==> src/rtl/coeff_ram_loader.sv <==
// coeff_ram_loader: 256x16 writable coefficient store, filled by a valid/ready burst loader, with a registered read port.
// Define COEFF_RAM_CHECKSUM_EN to add a running modulo-2^16 checksum of the words accepted in the current burst.
`timescale 1ns/1ps
module coeff_ram_loader #(
  parameter int DATA_W = 16,
  parameter int ADDR_W = 8
) (
  input  logic              clk,
  input  logic              rst,
  input  logic              start,
  input  logic [ADDR_W-1:0] base_addr,
  input  logic [ADDR_W:0]   count,
  input  logic              in_valid,
  input  logic [DATA_W-1:0] in_data,
  output logic              in_ready,
  output logic              busy,
  output logic              done,
  input  logic [ADDR_W-1:0] rd_addr,
  output logic [DATA_W-1:0] rd_data
`ifdef COEFF_RAM_CHECKSUM_EN
  ,
  output logic [DATA_W-1:0] checksum
`endif
);

  typedef enum logic [1:0] {
    IDLE = 2'd0,
    LOAD = 2'd1,
    FIN  = 2'd2
  } state_t;

  state_t            state;
  state_t            state_nxt;
  logic [DATA_W-1:0] mem [2**ADDR_W];
  logic [ADDR_W-1:0] wr_ptr;
  logic [ADDR_W:0]   remaining;
  logic              accept;
  logic              xfer;
  logic              we;

  always_ff @(posedge clk) begin
    if (rst) begin
      state <= IDLE;
    end else begin
      state <= state_nxt;
    end
  end

  always_comb begin
    state_nxt = state;
    in_ready  = 1'b0;
    busy      = 1'b0;
    done      = 1'b0;
    accept    = 1'b0;
    xfer      = 1'b0;
    case (state)
      IDLE: begin
        if (start) begin
          accept    = 1'b1;
          state_nxt = (count != '0) ? LOAD : FIN;
        end
      end
      LOAD: begin
        in_ready = 1'b1;
        busy     = 1'b1;
        xfer     = in_valid;
        if (in_valid && (remaining == (ADDR_W+1)'(1))) begin
          state_nxt = FIN;
        end
      end
      FIN: begin
        done      = 1'b1;
        state_nxt = IDLE;
      end
      default: begin
        state_nxt = IDLE;
      end
    endcase
  end

  always_ff @(posedge clk) begin
    if (rst) begin
      wr_ptr    <= '0;
      remaining <= '0;
    end else if (accept) begin
      wr_ptr    <= base_addr;
      remaining <= count;
    end else if (xfer) begin
      wr_ptr    <= wr_ptr + ADDR_W'(1);
      remaining <= remaining - (ADDR_W+1)'(1);
    end
  end

  // A transfer coinciding with reset is dropped so an aborted burst never writes past its last completed word.
  assign we = xfer && !rst;

  always_ff @(posedge clk) begin
    if (we) begin
      mem[wr_ptr] <= in_data;
    end
  end

  // Old contents are returned when the same address is written on this edge (read-before-write).
  always_ff @(posedge clk) begin
    if (rst) begin
      rd_data <= '0;
    end else begin
      rd_data <= mem[rd_addr];
    end
  end

`ifdef COEFF_RAM_CHECKSUM_EN
  always_ff @(posedge clk) begin
    if (rst) begin
      checksum <= '0;
    end else if (accept) begin
      checksum <= '0;
    end else if (we) begin
      checksum <= checksum + in_data;
    end
  end
`endif

endmodule
==> config.mk <==
export PLATFORM = sky130hd
export DESIGN_NAME = coeff_ram_loader
export DESIGN_NICKNAME = d
export VERILOG_FILES = /design/src/rtl/coeff_ram_loader.sv
export SDC_FILE = /design/constraint.sdc
export NUM_CORES = 2
export LEC_CHECK = 0
export ABC_CLOCK_PERIOD_IN_PS = 2830
export BUFFER_PORTS_ARGS = -buffer_cell sky130_fd_sc_hd__buf_2
export CAP_MARGIN = 10
export CORE_MARGIN = 3
export CORE_UTILIZATION = 48
export CTS_BUF_LIST = sky130_fd_sc_hd__clkbuf_2
export DETAILED_ROUTE_END_ITERATION = 12
export PLACE_DENSITY = 0.76
export SLEW_MARGIN = 10
export SYNTH_ARGS = -nofsm -noshare
export SYNTH_HDL_FRONTEND = slang
export SYNTH_SLANG_ARGS = --single-unit
==> constraint.sdc <==
create_clock -name clk -period 2.83 [get_ports clk]
set_input_delay 0.1415 -clock clk [delete_from_list [all_inputs] [get_ports clk]]
set_output_delay 0.1415 -clock clk [all_outputs]
set_load 0.03 [all_outputs]
==> reports/qor.yml <==
multi_input_area_sq_um: 33520
seq_area_frac_synth: 0.7742
num_rows: 211
cp_top_family: "flip-flops"
fillers: 23610
hold_path.class: "primary input to flip-flop"
drv_cap: 0
synth_fa_ha_area_frac: 0.0004699
cts_inserted_buffers: 937
utilization: 0.5600
status: "complete, but fails checks"
worst_ep_required_time_ns: 2.69
dieHeight_microns: 583.0
vias: 87980
finalSetupViolations: 22
start_kind: "flip-flop"
pin_count: 64
drt-vias-per-instance: 6.164
switching_share: 0.2501
highest_layer: "met5"
final_net_count: 9213
syn-num-nets: 7484
cp_cell_sequence: "nor2b_4, buf_6"
finalInstanceArea_sq_um: 185300
met3_length_microns: 59560
rsz0062_at_grt: "true"
leakage_nw: 61.46
synth_area_leaders: "edfxtp_1 (77%), mux4_2 (11%), mux2i_1 (2.9%)"
synth_top_area_frac: 0.7698
post-dp-hpwl_microns: 272700
skew_ns: 0.2344
sequentialPowerShare: 0.600
placed_area_sq_um: 173900
coreArea_sq_um: 330800
cts_root_buf: "clkbuf_2"
overflow: 0
synth-xor-area-share: 0.0001096
first_iter_violations: 12680
path_clk_slew_ns: 0.15
slowest_delay_ns: 0.40
endpoint_kind: "output pin"
synth_area_per_cell_sq_um: 21.50
antenna_found_initial: 27
ys_seq_elements: 4131
grt_util_all_layers: 0.2537
routed_wirelength_microns: 436600
worst_slew_pin_slew_ns: 1.144
synthArstFlopShare: 0
holdWs_ns: 0.06698
switchingPower_mw: 28.09
power.density_nw_per_um2: 606.3
dr_wl_met2_microns: 204700
htree_levels: 6
grt_pass1_wl_microns: 621700
ir_drop_mv: 0.4680
dp_slack_ns: -0.5197
synth.distinct_cells: 75
fmax_ghz: 0.3169
place_inst: 12370
netlist_area_sq_um: 159800
synth.area.mux_share: 0.1516
die_x_microns: 583.0
drc_errors: 0
grt_max_degree: 129
intPower_mw: 84.23
seqCellArea_sq_um: 123800
yosys.area.top_type: "edfxtp_1"
stdcell_count: 14270
postLayoutSetupSlackWorst_ns: -0.3255
drive_gt1_frac: 0.3556
die-area_sq_um: 339800
fin_crit_ns: 3.155
hold_violations: 0
grt_pass1_vias: 88670
crit_arrival_ns: 3.01
synthSimpleGateAreaFrac: 0.02117
slowest_stage: "dfxtp_4"
p_comb_frac: 0.066
cts_tree: "yes"
maxSlewViolCount: 0
clock_latency_ns: 2.32
synth_flop_cell: "edfxtp_1"
io_buffers: 63
met1_length_microns: 147300
path_buf_inv: 1
drt-pass1-iter-count: 6
synth_top_family_by_area: "multiplexers"
violations: "negative setup slack"
synth_edf_count: 4096
synth_cells: 7433
clock_path_buffers: 4
crit_path_max_fanout: 3
max_slew_margin: 0.2348
yosys_warnings: 0
finalSetupTns_ns: -3.888
drtAntennaViolNets: 0
place_congestion: 0.9446
syn2layout_area_growth_pct: 15.95
initial_utilization: 0.4830
pwr-share-clk: 0.334
cts_sinks: 4131
synth_compound_area_frac: 0.03315
fin_crit_sh: 1.115
power.total_mw: 112.3
wl_per_cell_microns: 30.59
path_class: "flip-flop to output pin"
## tightest hold or removal path: stages
cell and delay [ns]:
dlygate4sd3_1 0.53, dlygate4sd3_1 0.56, clkbuf_8 0.22, buf_4 0.26, a21oi_1 0.13, o21ai_0 0.09
nand4_1 0.11, buf_4 0.13, o31ai_1 0.08
## path summary, 6_finish.rpt
| kind | start | endpoint | slack, ns | depth (start not counted) |
|---|---|---|---|---|
| max | state[0] | busy | -0.33 | 2 |
| min | rd_addr[2] | rd_data[12] | 0.07 | 9 |
| max reg2reg | remaining[3] | remaining[8] | -0.01 | 6 |
| min reg2reg | state[1] | state[1] | 0.63 | 2 |
## layout make-up
class	count	share of cell area
diodes	17	0.0002296
clock buffers	1357	0.03666
clock inverters	310	0.009827
inverters	11	0.0002634
multi-input cells	2852	0.1810
flip-flops and latches	4131	0.6681
well taps	4366	0.02949
repair buffers	1229	0.07451
## power groups by stage
stage          logic (mW)  registers [mW]  clock network [mW]
2_1_floorplan        3.32            68.7                   0
3_3_place_gp         6.65            68.7                   0
3_5_place_dp         6.82            68.7                   0
4_1_cts              7.22            67.4                38.0
5_1_grt              7.65            67.4                41.2
6_report             7.45            67.4                37.5
## kinds of logic (layout without fill, tap and decap cells)
logic type	count (synthesis)	in the layout
AOI/OAI and AO/OA	758	758
muxes	1326	1326
adders and majority gates	6	6
xor gates and xnor gates	2	2
DFF	4131	4131
other	0	17
buffers and inverters	450	2907
and+or+nand+nor	760	760
## sequential cells by signal, indices dropped and copies added (netlist names)
signal	cells
rd_data	16
mem	4096
wr_ptr	8
state	2
remaining	9
## layer usage
layer / global-route usage / vias to the layer above
met5: 0 / -
met4: 0.1320 / 18
met3: 0.07572 / 1126
met2: 0.3905 / 6757
met1: 0.3283 / 44490
li1: - / 35590
## cell usage after synthesis (all sizes together) (59+ instances only)
library cell	number
mux2i	460
o21ai	89
o22ai	149
o221ai	169
a21oi	115
nand3	59
nand2	178
clkbuf	143
a22oi	80
edfxtp	4096
buf	291
nor3	95
mux4	855
nor2	327
## layout by cell type, fill, tap and decap left out, types with 63 or more instances in the layout
master	instances
nor2_2	161
mux4_2	792
a22oi_1	78
o221ai_1	166
mux2i_1	460
a21oi_1	115
nor2_1	165
clkinv_1	212
o21ai_0	86
clkbuf_2	1357
buf_12	294
nor3_1	90
dlygate4sd3_1	195
buf_4	664
nand2_1	172
mux4_1	63
o22ai_1	149
edfxtp_1	4096
## what timing repair did
item | CTS | global route
hold buffers | 213 | 2
hold endpoints to repair | 8227 | 27
setup endpoints to repair | 20 | 41
gates resized for setup | 77 | 11
setup buffers | 3 | 0
Power figures use the tool's default switching activity.
